<file path="src/rtl/matmul_pkg.sv">
// Shared constants, state encoding and width helpers
// for the matmul control sequencer.
`timescale 1ns/1ps
package matmul_pkg;

  localparam int unsigned DATA_WIDTH     = 8;
  localparam int unsigned BUS_WIDTH      = 32;
  localparam int unsigned DIM            = BUS_WIDTH / DATA_WIDTH;
  localparam int unsigned SP_NTARGETS    = 4;
  localparam int unsigned LOC_ADDR_WIDTH = 6;
  localparam int unsigned SP_BASE        = 16;
  localparam int unsigned PE_LAT         = 2 * DIM - 1;

  function automatic int unsigned clog2_min1(
    input int unsigned n
  );
    return (n <= 2) ? 1 : $clog2(n);
  endfunction

  localparam int unsigned TGT_W = clog2_min1(SP_NTARGETS);
  localparam int unsigned IDX_W = clog2_min1(DIM);

  localparam int ST_IDLE  = 0;
  localparam int ST_CLEAR = 1;
  localparam int ST_FEED  = 2;
  localparam int ST_DRAIN = 3;
  localparam int ST_WRITE = 4;
  localparam int ST_DONE  = 5;

  typedef enum logic [5:0] {
    S_IDLE  = 6'b000001,
    S_CLEAR = 6'b000010,
    S_FEED  = 6'b000100,
    S_DRAIN = 6'b001000,
    S_WRITE = 6'b010000,
    S_DONE  = 6'b100000
  } state_e;

endpackage

</file>
<file path="src/rtl/matmul_step_cnt.sv">
// Loadable down-counter with terminal flag, used to
// time the FEED, DRAIN and WRITE phases.
`timescale 1ns/1ps
module matmul_step_cnt #(
  parameter int unsigned W = 3
) (
  input  logic         clk_i,
  input  logic         rst_ni,
  input  logic         load_i,
  input  logic [W-1:0] val_i,
  input  logic         en_i,
  output logic [W-1:0] cnt_o,
  output logic         tc_o
);

  logic [W-1:0] cnt_q, cnt_d;

  always_comb begin
    cnt_d = cnt_q;
    if (load_i) begin
      cnt_d = val_i;
    end else if (en_i && cnt_q != '0) begin
      cnt_d = cnt_q - W'(1);
    end
  end

  always_ff @(posedge clk_i or negedge rst_ni) begin
    if (!rst_ni) begin
      cnt_q <= '0;
    end else begin
      cnt_q <= cnt_d;
    end
  end

  assign cnt_o = cnt_q;
  assign tc_o  = (cnt_q == '0);

endmodule

</file>
<file path="src/rtl/matmul_sequencer.sv">
// Matmul phase sequencer: clear, operand feed, PE drain,
// result write-back and flag update, with abort/reset.
`timescale 1ns/1ps
module matmul_sequencer #(
  parameter int unsigned DATA_WIDTH     = matmul_pkg::DATA_WIDTH,
  parameter int unsigned BUS_WIDTH      = matmul_pkg::BUS_WIDTH,
  parameter int unsigned DIM            = BUS_WIDTH / DATA_WIDTH,
  parameter int unsigned SP_NTARGETS    = matmul_pkg::SP_NTARGETS,
  parameter int unsigned LOC_ADDR_WIDTH = matmul_pkg::LOC_ADDR_WIDTH,
  parameter int unsigned SP_BASE        = matmul_pkg::SP_BASE,
  parameter int unsigned PE_LAT         = 2 * DIM - 1
) (
  input  logic clk_i,
  input  logic rst_ni,
  input  logic start_i,
  input  logic [matmul_pkg::clog2_min1(SP_NTARGETS)-1:0] sp_target_i,
  input  logic abort_i,
  input  logic ovf_i,
  output logic busy_o,
  output logic done_o,
  output logic start_err_o,
  output logic pe_clear_o,
  output logic op_rd_o,
  output logic [matmul_pkg::clog2_min1(DIM)-1:0] rd_idx_o,
  output logic pe_valid_o,
  output logic [matmul_pkg::clog2_min1(DIM)-1:0] res_row_o,
  output logic sp_we_o,
  output logic [LOC_ADDR_WIDTH-1:0] sp_addr_o,
  output logic flags_we_o,
  output logic ovf_o
);
  import matmul_pkg::*;

  localparam int unsigned TW   = clog2_min1(SP_NTARGETS);
  localparam int unsigned IW   = clog2_min1(DIM);
  localparam int unsigned AW   = LOC_ADDR_WIDTH;
  localparam int unsigned CMAX = (PE_LAT > DIM) ? PE_LAT : DIM;
  localparam int unsigned CW   = clog2_min1(CMAX);

  state_e        state_q, state_d;
  logic [TW-1:0] tgt_q, tgt_d;
  logic          ovf_q, ovf_d;
  logic          err_q, err_d;
  logic          vld_q, vld_d;

  logic          ld;
  logic [CW-1:0] ld_val;
  logic          en;
  logic [CW-1:0] cnt;
  logic          tc;
  logic [IW-1:0] idx;
  logic [AW-1:0] addr;

  matmul_step_cnt #(
    .W (CW)
  ) u_cnt (
    .clk_i  (clk_i),
    .rst_ni (rst_ni),
    .load_i (ld),
    .val_i  (ld_val),
    .en_i   (en),
    .cnt_o  (cnt),
    .tc_o   (tc)
  );

  always_comb begin
    state_d = state_q;
    tgt_d   = tgt_q;
    ovf_d   = ovf_q;
    err_d   = start_i & ~state_q[ST_IDLE];
    vld_d   = state_q[ST_FEED];
    ld      = 1'b0;
    ld_val  = '0;
    en      = 1'b0;
    // abort only wins once the sequence is running
    if (abort_i && !state_q[ST_IDLE]) begin
      state_d = S_IDLE;
      ld      = 1'b1;
    end else begin
      unique case (1'b1)
        state_q[ST_IDLE]: begin
          if (start_i) begin
            state_d = S_CLEAR;
            tgt_d   = sp_target_i;
            ovf_d   = 1'b0;
          end
        end
        state_q[ST_CLEAR]: begin
          state_d = S_FEED;
          ld      = 1'b1;
          ld_val  = CW'(DIM - 1);
        end
        state_q[ST_FEED]: begin
          ovf_d = ovf_q | ovf_i;
          if (tc) begin
            state_d = S_DRAIN;
            ld      = 1'b1;
            ld_val  = CW'(PE_LAT - 1);
          end else begin
            en = 1'b1;
          end
        end
        state_q[ST_DRAIN]: begin
          ovf_d = ovf_q | ovf_i;
          if (tc) begin
            state_d = S_WRITE;
            ld      = 1'b1;
            ld_val  = CW'(DIM - 1);
          end else begin
            en = 1'b1;
          end
        end
        state_q[ST_WRITE]: begin
          if (tc) begin
            state_d = S_DONE;
          end else begin
            en = 1'b1;
          end
        end
        state_q[ST_DONE]: begin
          state_d = S_IDLE;
        end
        default: begin
          state_d = S_IDLE;
        end
      endcase
    end
  end

  always_ff @(posedge clk_i or negedge rst_ni) begin
    if (!rst_ni) begin
      state_q <= S_IDLE;
      tgt_q   <= '0;
      ovf_q   <= 1'b0;
      err_q   <= 1'b0;
      vld_q   <= 1'b0;
    end else begin
      state_q <= state_d;
      tgt_q   <= tgt_d;
      ovf_q   <= ovf_d;
      err_q   <= err_d;
      vld_q   <= vld_d;
    end
  end

  // counter runs DIM-1..0, so the ascending index is its complement
  assign idx  = IW'(CW'(DIM - 1) - cnt);
  assign addr = AW'(SP_BASE) + AW'(tgt_q) * AW'(DIM) + AW'(idx);

  assign busy_o      = ~state_q[ST_IDLE];
  assign pe_clear_o  = state_q[ST_CLEAR];
  assign op_rd_o     = state_q[ST_FEED];
  assign sp_we_o     = state_q[ST_WRITE];
  assign done_o      = state_q[ST_DONE];
  assign flags_we_o  = state_q[ST_DONE];
  assign ovf_o       = state_q[ST_DONE] & ovf_q;
  assign start_err_o = err_q;
  assign pe_valid_o  = vld_q;
  assign rd_idx_o    = state_q[ST_FEED] ? idx : '0;
  assign res_row_o   = state_q[ST_WRITE] ? idx : '0;
  assign sp_addr_o   = state_q[ST_WRITE] ? addr : '0;

endmodule

</file>
<file path="config.mk">
export PLATFORM = sky130hd
export DESIGN_NAME = matmul_sequencer
export DESIGN_NICKNAME = d
export VERILOG_FILES = /design/src/rtl/matmul_pkg.sv /design/src/rtl/matmul_step_cnt.sv /design/src/rtl/matmul_sequencer.sv
export SDC_FILE = /design/constraint.sdc
export NUM_CORES = 1
export LEC_CHECK = 0
export ABC_CLOCK_PERIOD_IN_PS = 3300
export BUFFER_PORTS_ARGS = -buffer_cell sky130_fd_sc_hd__clkbuf_2
export CAP_MARGIN = 40
export CORE_MARGIN = 4
export CORE_UTILIZATION = 45
export CTS_BUF_LIST = sky130_fd_sc_hd__clkbuf_4 sky130_fd_sc_hd__clkbuf_8
export DETAILED_ROUTE_END_ITERATION = 10
export HOLD_SLACK_MARGIN = 0.15
export PLACE_DENSITY = 0.69
export SLEW_MARGIN = 15
export SYNTH_ARGS = -nofsm -noshare
export SYNTH_HDL_FRONTEND = slang
export SYNTH_HIERARCHICAL = 1
export SYNTH_SLANG_ARGS = --single-unit
</file>
<file path="constraint.sdc">
create_clock -name clk_i -period 3.3 [get_ports clk_i]
set_clock_uncertainty 0.2 [all_clocks]
set_input_delay 0.165 -clock clk_i [delete_from_list [all_inputs] [get_ports clk_i]]
set_output_delay 0.165 -clock clk_i [all_outputs]
set_load 0.01 [all_outputs]
</file>
# After elaboration in Yosys (flattened, before gate mapping)
# Cells that the tools add are included.
# op_classes
addsub	4
n_mul	0
n_div	0
order_cmp	0
eq_ne	5
n_shift	0
mux	23
n_bitwise	5
reduce_logical	12
# ops
operator	count
$mux W6	6
$pmux W6 S5	1
$mux W3	4
$ne A3 B1 Y1 const B	3
$pmux W3 S3	1
$add A5 B4 Y6 const A	1
$add A6 B2 Y6	1
$mux W1	6
$mux W2	3
$reduce_and A3 Y1	2
$pmux W1 S2	2
$reduce_and A4 Y1	1
$reduce_bool A2 Y1	2
$logic_not A3 Y1	1
$ne A3 B2 Y1 const B	1
$reduce_bool A3 Y1	1
$reduce_or A3 Y1	1
$sub A3 B1 Y3 const B	1
$and A1 B1 Y1	2
$logic_and A1 B1 Y1	2
$ne A2 B2 Y1 const B	1
$not A1 Y1	2
$reduce_or A2 Y1	1
$sub A2 B2 Y2 const A	1
other kinds (2)	2
# totals
register_bits	14
latchBits	0
mem_bits_rw	0
rom_bits	0
word_cells	56
mem_count	0

# Depth between registers and ports, before layout
# Gate-level depths: netlist (run 1).
# logic_depth
depth_word	7
depth_mapped	9
mapped_depth_nobuf	7

# By module
# The synthesis (run 1) kept the hierarchy.
# modules_own_cells
module	n_inst	cells_per_inst	area_per_inst_um2
matmul_sequencer	1	65	584.3
matmul_step_cnt	1	19	207.7

# Worst setup path after synthesis (run 1)
# No wires, ideal clock.
# synth_path
kind	flip-flop to flip-flop
startpoint	register u_cnt.cnt_q[0] (netlist: u_cnt/cnt_o[0])
endpoint	register u_cnt.cnt_q[0] (netlist: u_cnt/cnt_o[0])
setup_time_ps	126
arrival_time_ps	1821
setup_slack_ps	1153
path_stages_with_launch	10
path_buffers	2
cell_sequence	dfrtp_1 inv_1 ha_1 ha_1 clkbuf_1 a21oi_1 nand2_1 buf_6 and2b_4 a221o_1
# synth_via
word_cells_on_any_way	16
# synth_lines
item	line	text
start, declared	matmul_step_cnt.sv:16	logic [W-1:0] cnt_q, cnt_d;
start signal, assigned	matmul_step_cnt.sv:31	cnt_q <= cnt_d;
$logic_not A3 Y1 (*)	matmul_step_cnt.sv:36	assign tc_o = (cnt_q == '0);
named net tc	matmul_sequencer.sv:50	logic tc;
$mux W1 (*)	matmul_sequencer.sv:95, matmul_sequencer.sv:105	
$pmux W1 S2 (*)	matmul_sequencer.sv:80	unique case (1'b1)
$mux W1 (*)	matmul_sequencer.sv:76	if (abort_i && !state_q[ST_IDLE]) begin
named net ld	matmul_sequencer.sv:46	logic ld;
$mux W3 or $reduce_bool A2 Y1 (tied branches)	-	
# Mark *: on every way through the listed nets, which the timed path passes. The rest lies on a longest branch. The select of a mux whose other input is x is not followed.
# A chain may end at the register's enable or synchronous reset.

# Worst setup path after layout (run 1)
# layout_path
startpoint	register state_q[2]
endpoint	register ovf_q
# layout_via
elab_chain_cells	3
word_cells_on_any_way	4
# layout_rtl
item	line	text
start, declared	matmul_sequencer.sv:40	state_e state_q, state_d;
start signal, assigned	matmul_sequencer.sv:138	state_q <= state_d;
$reduce_or A2 Y1 (no source line) (*)	-	
$reduce_bool A2 Y1 (no source line)	-	
$reduce_and A3 Y1 (no source line)	-	
end signal, assigned	matmul_sequencer.sv:140	ovf_q <= ovf_d;
end, declared	matmul_sequencer.sv:42	logic ovf_q, ovf_d;
# Every way passes the cells marked *; elsewhere a longest branch is shown, timed or not.

==> results of run 1 <==
## flip-flops by register name, summed over array words and instances, names as in the netlist
register     flops
state_q          6
start_err_o      1
tgt_q            2
ovf_q            1
pe_valid_o       1
u_cnt/cnt_o      3
## final timing paths
path / cells after the start / endpoint / slack (ns) / startpoint
worst max register to register: 5 / ovf_q / 0.89 / state_q[2]
worst max-delay path: 5 / ovf_q / 0.89 / state_q[2]
worst min-delay path: 2 / state_q[0] / 0.18 / rst_ni
min in group clk_i: 0 / pe_valid_o / 0.32 / state_q[2]
worst min register to register: 0 / pe_valid_o / 0.32 / state_q[2]
max in group asynchronous: 3 / u_cnt/cnt_o[1] / 1.70 / rst_ni
## synth_stat cells
cell / instances / area (um2)
a21oi_1: 6 / 30.0
a221o_1: 3 / 30.0
a31oi_1: 2 / 12.5
and2_1: 3 / 18.8
and2b_4: 1 / 10.0
and3b_1: 1 / 8.76
buf_4: 5 / 37.5
buf_6: 1 / 11.3
clkbuf_1: 4 / 15.0
clkbuf_2: 1 / 5.00
conb_1: 1 / 3.75
dfrtp_1: 13 / 325
dfstp_2: 1 / 26.3
ha_1: 2 / 25.0
inv_1: 6 / 22.5
mux2_2: 2 / 22.5
mux2i_1: 2 / 20.0
nand2_1: 4 / 15.0
nand2b_1: 2 / 12.5
nand3_1: 1 / 5.00
nand4_1: 1 / 6.26
nor2_1: 7 / 26.3
nor2b_1: 8 / 50.1
nor3_1: 1 / 5.00
nor4b_1: 3 / 26.3
o2111ai_1: 1 / 8.76
or2_1: 1 / 6.26
or3_1: 1 / 6.26
## report_power, final
part | total, W | switching [W] | internal (W)
Sequential | 0.000306 | 0.0000689 | 0.000237
Combinational | 0.000424 | 0.000217 | 0.000208
Clock | 0.000122 | 0.0000550 | 0.0000670
## metrics by stage
stage | setup WS (ns) | std cells
global route | 0.782 | 128
detailed placement | 1.05 | 113
floorplan | 1.15 | 84
CTS | 0.896 | 128
global placement | 1.13 | 113
finish | 0.895 | 128
## layout make-up
cell class	instances	share of cell area, %
sequential	14	34.8
multi-input combinational	53	34.6
timing repair buffer	35	22.8
clock buffer	4	3.59
inverter	6	2.23
tap	16	1.98
## routing by layer
metal,GRT usage [%],part of all wire (%),routed length [um]
met5,0,0,0
met4,5.53,0.62,11
met3,2.71,5.8,103
met2,24.0,44,787
met1,22.2,49,869
## logic make-up after synthesis
family          after synthesis
mux                           4
fa+ha+maj                     2
buf+inv                      17
compound gates               12
simple gates                 34
flops                        14
other cells                   1
## worst reg2reg max path, stage by stage, from the launching register on
cell and delay (ns):
dfrtp_1 0.45, or2_1 0.32, a31oi_1 0.17, dlygate4sd3_1 0.55, a21oi_1 0.04, dlygate4sd3_1 0.56
## repair_timing
action | CTS | global route
gates resized for setup | 0 | 0
hold buffers | 11 | 0
hold endpoints to repair | 23 | 0
endpoints found under the setup margin | 0 | 0
==> metrics.yaml, run 1 <==
floorplan:
  die_x_um: 50.0
  io_pins: 26
  dieArea_mm2: 0.00250
  std_cell_rows: 14
  fp.dieH_um: 50.0
  core_mm2: 0.00158
  initial_core_util_pct: 50.2
placed_design:
  gp_congestion: 0.834
  io_buffers: 24
  hpwl_um: 1140
  placed_area_um2: 863
detailed_routing:
  drt_wl_total_um: 1770
  routed-via-count: 673
  routedWlPerCell_um: 13.8
  viasPerCell: 5.26
  drcViolationCount: 0
  first_pass_iters: 4
  ant_nets: 0
  drt-initial-drc-count: 18
setup_path:
  crit_path_max_incr_delay_ns: 0.56
  crit_chain: "or2_1, a31oi_1, dlygate4sd3_1, a21oi_1, dlygate4sd3_1"
  path_class: "reg -> reg"
  arrival_ns: 2.37
  cpMostUsedCell: "dlygate4sd3_1"
  startpoint_type: "flip-flop"
  worstPathRequired_ns: 3.26
  crit_buf_inv: 2
  critical_path.top_delay_family: "buffers and inverters"
  slowest_stage: "dlygate4sd3_1"
  cp-end-kind: "flip-flop"
  cp_max_fo: 7
synth:
  ys_ff_latch: 14
  synth_adder_area_share_pct: 3.16
  synth_xor_area_share_pct: 0
  synth-simple-area-share_pct: 24.8
  synth_cell_types: 28
  synth-compound-area-share_pct: 10.3
  seq_area_frac_synth_pct: 44.4
  yosys_warnings: 6
  syn_area_per_cell_um2: 9.43
  syn_inst: 84
  synth_area_um2: 792
  synthMuxAreaShare_pct: 5.37
  synth_top_family_by_area: "simple AND/OR/NAND/NOR gates"
  syn-num-nets: 93
global_routing:
  grt_pass1_wl_um: 3010
  antenna_found_initial: 0
  globalRouteOverflowTotal: 0
  grt_usage_pct: 15.8
  grt_pass1_vias: 625
  grt_max_degree: 14
layout:
  register_area_um2: 352
  design_area_mm2: 0.00101
  nFillCells: 128
  layout_commonest_cell: "clkbuf_2"
  multi_input_area_um2: 349
  final_util_pct: 64.0
  nets: 122
  diodes: 0
  final_cell_mix: "clkbuf_2, dfrtp_1, dlygate4sd3_1"
  final_layout_size_suffix_gt1_share_pct: 28.6
  area_growth_pct: 27.5
timing:
  setup_violations: 0
  slew_viol_final: 0
  setup_tns_ns: 0
  rsz0062_at_grt: "false"
  final_hold_viol_count: 0
  tightest_slew_ns: 0.608
  finalCriticalPeriod_ns: 2.41
  relSlewSlack_pct: 59.3
  post-route-period-util_pct: 72.9
  worst_hold_slack_ns: 0.176
  maxClockFrequency_ghz: 0.416
clock_tree:
  cts_buffers: 3
  cts_root_buffer: "clkbuf_4"
  path_clk_slew_ns: 0.09
  htreeDepth: 1
  clock_latency_ns: 0.27
  cts_tree: "built"
  cts.sinks: 14
  cts_setup_buffers: 0
  cts_buffer_depth: 2
hold_path:
  hold_class: "in -> async"
power_and_ir_drop:
  vdd_drop_max_mv: 0.504
  p_leak_nw: 0.519
  p_total_w: 0.000853
  p_per_area_mw_per_mm2: 845
run_status:
  outcome: "finished, final reports clean"
run:
  max_cap_viol_count: 0
(Power assumes the default switching activity.)
==> inputs of run 2 (changes only) <==
--- a/config.mk
+++ b/config.mk
@@ -5,7 +5,7 @@
 export SDC_FILE = /design/constraint.sdc
 export NUM_CORES = 1
 export LEC_CHECK = 0
-export ABC_CLOCK_PERIOD_IN_PS = 3300
+export ABC_CLOCK_PERIOD_IN_PS = 2000
 export BUFFER_PORTS_ARGS = -buffer_cell sky130_fd_sc_hd__clkbuf_2
 export CAP_MARGIN = 40
 export CORE_MARGIN = 4
@@ -13,7 +13,7 @@
 export CTS_BUF_LIST = sky130_fd_sc_hd__clkbuf_4 sky130_fd_sc_hd__clkbuf_8
 export DETAILED_ROUTE_END_ITERATION = 10
 export HOLD_SLACK_MARGIN = 0.15
-export PLACE_DENSITY = 0.69
+export PLACE_DENSITY = 0.72
 export SLEW_MARGIN = 15
 export SYNTH_ARGS = -nofsm -noshare
 export SYNTH_HDL_FRONTEND = slang
==> constraint.sdc (replaced) <==
create_clock -name clk_i -period 2 [get_ports clk_i]
set_clock_uncertainty 0.2 [all_clocks]
set_input_delay 0.1 -clock clk_i [delete_from_list [all_inputs] [get_ports clk_i]]
set_output_delay 0.1 -clock clk_i [all_outputs]
set_load 0.01 [all_outputs]
==> metrics.yaml, run 2 (synthesized netlist as in run 1, its figures left out) <==
setup_path:
  worstPathRequired_ns: 1.97
  cp-end-kind: "flip-flop"
  crit_start: "u_cnt/cnt_o[0]"
  arrival_ns: 1.91
  path_class: "reg -> reg"
  crit_chain: "inv_1, ha_1, ha_2, a21oi_2, nand2_2, and2b_4, a221o_1"
  critical_path.top_delay_family: "adder cells"
  slowest_stage: "dfrtp_1"
  rrSetupSlack_ns: 0.06
  crit_buf_inv: 1
  startpoint_type: "flip-flop"
  r2r_end: "u_cnt/cnt_o[0]"
  crit_path_max_incr_delay_ns: 0.38
  timing.rr.start: "u_cnt/cnt_o[0]"
  cp_max_fo: 9
  rr_worst_depth: 7
power_and_ir_drop:
  p_per_area_mw_per_mm2: 1410
  p_total_w: 0.00154
  p_sw_share_pct: 40.4
  p_seq_share_pct: 30.3
  p_switching_w: 0.000621
  pwr-share-clk_pct: 11.7
  combPwrFrac_pct: 58.0
  vdd_drop_max_mv: 0.899
  p_leak_nw: 0.554
  p_int_w: 0.000917
timing:
  post-route-period-util_pct: 97.0
  maxClockFrequency_ghz: 0.515
  final_hold_viol_count: 0
  worst_hold_slack_ns: 0.336
  setup_violations: 0
  slew_viol_final: 0
  relSlewSlack_pct: 60.2
  finalCriticalPeriod_ns: 1.94
  tightest_slew_ns: 0.595
placed_design:
  hpwl_um: 1330
  gp_congestion: 0.789
  io_buffers: 24
hold_path:
  hold_class: "reg -> reg"
  min_delay_path_depth: 1
  hold_path.startpoint: "state_q[2]"
  min_to: "pe_valid_o"
clock_tree:
  htreeDepth: 1
  cts_tree: "built"
  cts_setup_buffers: 0
  cts.sinks: 14
  cts_buffer_depth: 2
  clock_latency_ns: 0.28
  cts_buffers: 3
  cts_root_buffer: "clkbuf_4"
  path_clk_slew_ns: 0.08
global_routing:
  grt_pass1_vias: 650
  grt_max_degree: 14
  grt_usage_pct: 16.3
  antenna_found_initial: 0
  grt_pass1_wl_um: 3020
  globalRouteOverflowTotal: 0
detailed_routing:
  wl_met3_um: 76
  route.top_layer_used: "met4"
  viasPerCell: 5.36
  routedWlPerCell_um: 14.1
  routed-via-count: 723
  met2_length_um: 918
  drt_wl_total_um: 1900
  drt-initial-drc-count: 18
  drcViolationCount: 0
  m1WireLength_um: 858
  first_pass_iters: 4
  ant_nets: 0
run:
  max_cap_viol_count: 0
floorplan:
  fp.dieH_um: 50.0
  initial_core_util_pct: 50.2
  core_mm2: 0.00158
  std_cell_rows: 14
  die_x_um: 50.0
  io_pins: 26
  dieArea_mm2: 0.00250
layout:
  area_growth_pct: 37.4
  final_layout_size_suffix_gt1_share_pct: 38.7
  top_register: "state_q"
  layout_commonest_cell: "clkbuf_2"
  diodes: 0
  final_cell_mix: "clkbuf_2, dfrtp_1, dlygate4sd3_1"
  nets: 129
  largest_reg_flops: 6
run_status:
  outcome: "finished, final reports clean"
run 2: changes by cell type in the layout (fill, tap and decap cells not counted):
cell and delta:
ha_1 -1, nor3_2 +1, nand2_1 -1, clkbuf_4 +1, buf_4 +7, nor3_1 -1, ha_2 +1, a21oi_2 +1
nand2_2 +1, nor4b_1 -3, nor4b_2 +3, clkbuf_8 -1, a21oi_1 -1
run 2: worst max path at each step:
stage / slack (ns) / to / cells past startpoint
after floorplan: 0.009 / u_cnt/cnt_o[0] / 9
after global placement: 0.09 / u_cnt/cnt_o[0] / 7
after detailed placement: -0.007 / u_cnt/cnt_o[1] / 7
after CTS: 0.002 / u_cnt/cnt_o[0] / 7
after global routing: -0.001 / u_cnt/cnt_o[0] / 7
final: 0.06 / u_cnt/cnt_o[0] / 7
run 2: what timing repair did:
item,4_1_cts,5_1_grt
endpoints found under the hold margin,24,0
resized for setup,1,5
endpoints found under the setup margin,1,3
hold buffers,11,0
run 2: power groups by stage:
stage | Sequential [W] | Combinational (W) | Clock [W]
2_1_floorplan | 0.000477 | 0.000553 | 0
3_3_place_gp | 0.000464 | 0.000755 | 0
3_5_place_dp | 0.000469 | 0.000778 | 0
4_1_cts | 0.000464 | 0.000843 | 0.000184
5_1_grt | 0.000475 | 0.000973 | 0.000199
6_report | 0.000467 | 0.000892 | 0.000180
run 2: metrics by stage:
step                      setup WS, ns  cell area (um2)  utilization, %  setup TNS, ns  std cells
after floorplan                0.00920              805               -              0         84
after global placement          0.0863              918            58.3              0        120
after detailed placement      -0.00697              918            58.3       -0.00697        120
after CTS                      0.00222             1060            67.5              0        135
after global routing         -0.000971             1090            69.0      -0.000971        135
final                           0.0597             1090            69.0              0        135
run 2: final cells by class:
class,count,area (um2)
clock buffer,4,30.0
fill,124,488
inverter,6,22.5
multi-input combinational,53,382
sequential,14,352
tap,16,20.0
timing repair buffer,42,283
run 2: metal layers:
layer  vias up  global-route usage, %
met5         -                      0
met1       344                   20.4
met4         0                   6.91
li1        348                      -
met3         6                   2.71
met2        25                   27.5
==> inputs of run 3 (changes only) <==
--- a/config.mk
+++ b/config.mk
@@ -7,13 +7,15 @@
 export LEC_CHECK = 0
 export ABC_CLOCK_PERIOD_IN_PS = 2000
 export BUFFER_PORTS_ARGS = -buffer_cell sky130_fd_sc_hd__clkbuf_2
-export CAP_MARGIN = 40
+export CAP_MARGIN = 5
+export CELL_PAD_IN_SITES_DETAIL_PLACEMENT = 1
+export CELL_PAD_IN_SITES_GLOBAL_PLACEMENT = 2
 export CORE_MARGIN = 4
-export CORE_UTILIZATION = 45
+export CORE_UTILIZATION = 27
 export CTS_BUF_LIST = sky130_fd_sc_hd__clkbuf_4 sky130_fd_sc_hd__clkbuf_8
 export DETAILED_ROUTE_END_ITERATION = 10
 export HOLD_SLACK_MARGIN = 0.15
-export PLACE_DENSITY = 0.72
+export PLACE_DENSITY = 0.73
 export SLEW_MARGIN = 15
 export SYNTH_ARGS = -nofsm -noshare
 export SYNTH_HDL_FRONTEND = slang
==> metrics.yaml, run 3 (synthesized netlist as in run 1, its figures left out) <==
detailed_routing:
  drcViolationCount: 0
  first_pass_iters: 4
  drt-initial-drc-count: 5
  drt_wl_total_um: 2030
  routed-via-count: 710
  ant_nets: 0
  routedWlPerCell_um: 13.6
  viasPerCell: 4.73
floorplan:
  io_pins: 26
  initial_core_util_pct: 28.5
  core_mm2: 0.00278
  std_cell_rows: 19
  fp.dieH_um: 62.2
  dieArea_mm2: 0.00386
  die_x_um: 62.2
layout:
  nFillCells: 320
  design_area_mm2: 0.00111
  register_area_um2: 352
  top_register: "state_q"
  layout.cells.non_filler: 150
  final_util_pct: 39.8
  area_growth_pct: 39.7
  diodes: 0
  nets: 129
  layout_commonest_cell: "clkbuf_2"
  multi_input_area_um2: 374
  largest_reg_flops: 6
  final_cell_mix: "clkbuf_2, dfrtp_1, dlygate4sd3_1"
  final_layout_size_suffix_gt1_share_pct: 37.0
setup_path:
  r2r_end: "u_cnt/cnt_o[2]"
  startpoint_type: "flip-flop"
  crit_path_max_incr_delay_ns: 0.37
  crit_end: "u_cnt/cnt_o[2]"
  crit_start: "u_cnt/cnt_o[1]"
  critical_path.top_delay_family: "simple AND/OR/NAND/NOR gates"
  path_class: "reg -> reg"
  arrival_ns: 1.96
  crit_buf_inv: 1
  rr_worst_depth: 7
  worstPathRequired_ns: 2.03
  rrSetupSlack_ns: 0.06
  cp-end-kind: "flip-flop"
  cp_max_fo: 9
  worstSetupPathDepth: 7
  timing.rr.start: "u_cnt/cnt_o[1]"
  crit_chain: "inv_1, ha_1, ha_2, a21oi_2, nand2_4, nor4b_1, a221o_1"
  slowest_stage: "dfrtp_1"
timing:
  maxClockFrequency_ghz: 0.517
  relSlewSlack_pct: 58.9
  finalCriticalPeriod_ns: 1.94
  tightest_slew_ns: 0.614
  slew_viol_final: 0
  post-route-period-util_pct: 96.8
  setup_violations: 0
  setup_tns_ns: 0
  final_hold_viol_count: 0
  worst_hold_slack_ns: 0.313
hold_path:
  hold_class: "reg -> reg"
  min_delay_path_depth: 1
run_status:
  outcome: "finished, final reports clean"
clock_tree:
  clock_latency_ns: 0.28
  cts_tree: "built"
  cts.sinks: 14
  htreeDepth: 1
  cts_buffer_depth: 2
  path_clk_slew_ns: 0.09
  cts_buffers: 3
  cts_root_buffer: "clkbuf_4"
  cts_setup_buffers: 0
global_routing:
  grt_max_degree: 14
  grt_pass1_vias: 770
  grt_usage_pct: 11.0
  antenna_found_initial: 0
  grt_pass1_wl_um: 3450
  globalRouteOverflowTotal: 0
power_and_ir_drop:
  p_per_area_mw_per_mm2: 1400
  p_leak_nw: 0.557
  vdd_drop_max_mv: 0.576
run:
  max_cap_viol_count: 0
placed_design:
  hpwl_um: 1450
  placed_area_um2: 937
  io_buffers: 24
  gp_congestion: 0.704
  dpl.cell_count: 135
[run 3: worst min path at each step]
| stage | slack (ns) | to | startpoint |
|---|---|---|---|
| after CTS | 0.32 | pe_valid_o | state_q[2] |
| after global routing | 0.33 | pe_valid_o | state_q[2] |
| after detailed placement | -0.17 | tgt_q[0] | rst_ni |
| final | 0.31 | pe_valid_o | state_q[2] |
| after global placement | -0.17 | tgt_q[0] | rst_ni |
| after floorplan | -0.40 | ovf_q | rst_ni |
[run 3: stage by stage]
stage / total power [W] / worst slack, ns
6_report: 0.00155 / 0.0646
4_1_cts: 0.00152 / 0.0128
2_1_floorplan: 0.00103 / 0.00920
3_5_place_dp: 0.00125 / 0.00643
3_3_place_gp: 0.00124 / 0.0851
5_1_grt: 0.00167 / -0.00650
[run 3: metal layers]
layer	up-vias	track usage, %	wire, um
li1	348	-	-
met1	347	12.8	863
met2	11	18.9	1080
met3	4	1.98	56
met4	0	5.69	30
met5	-	0	0
[run 3: power by group]
part	internal, W	leakage (nW)	switching, W
sequential	0.000392	0.176	0.0000729
clock	0.000111	0.0210	0.0000962
combinational	0.000425	0.360	0.000452
[run 3: timing repair]
| item | 4_1_cts | 5_1_grt |
|---|---|---|
| pin swaps | 0 | 1 |
| gates resized for setup | 1 | 4 |
| endpoints found under the hold margin | 24 | 0 |
| hold buffers | 11 | 0 |
| setup endpoints to repair | 1 | 3 |
[run 3: area by class of cell]
| cell class | instances | share of cell area [%] |
|---|---|---|
| clock buffer | 4 | 3.28 |
| inverter | 6 | 2.04 |
| multi-input combinational | 53 | 33.8 |
| sequential | 14 | 31.8 |
| tap | 31 | 3.51 |
| timing repair buffer | 42 | 25.6 |
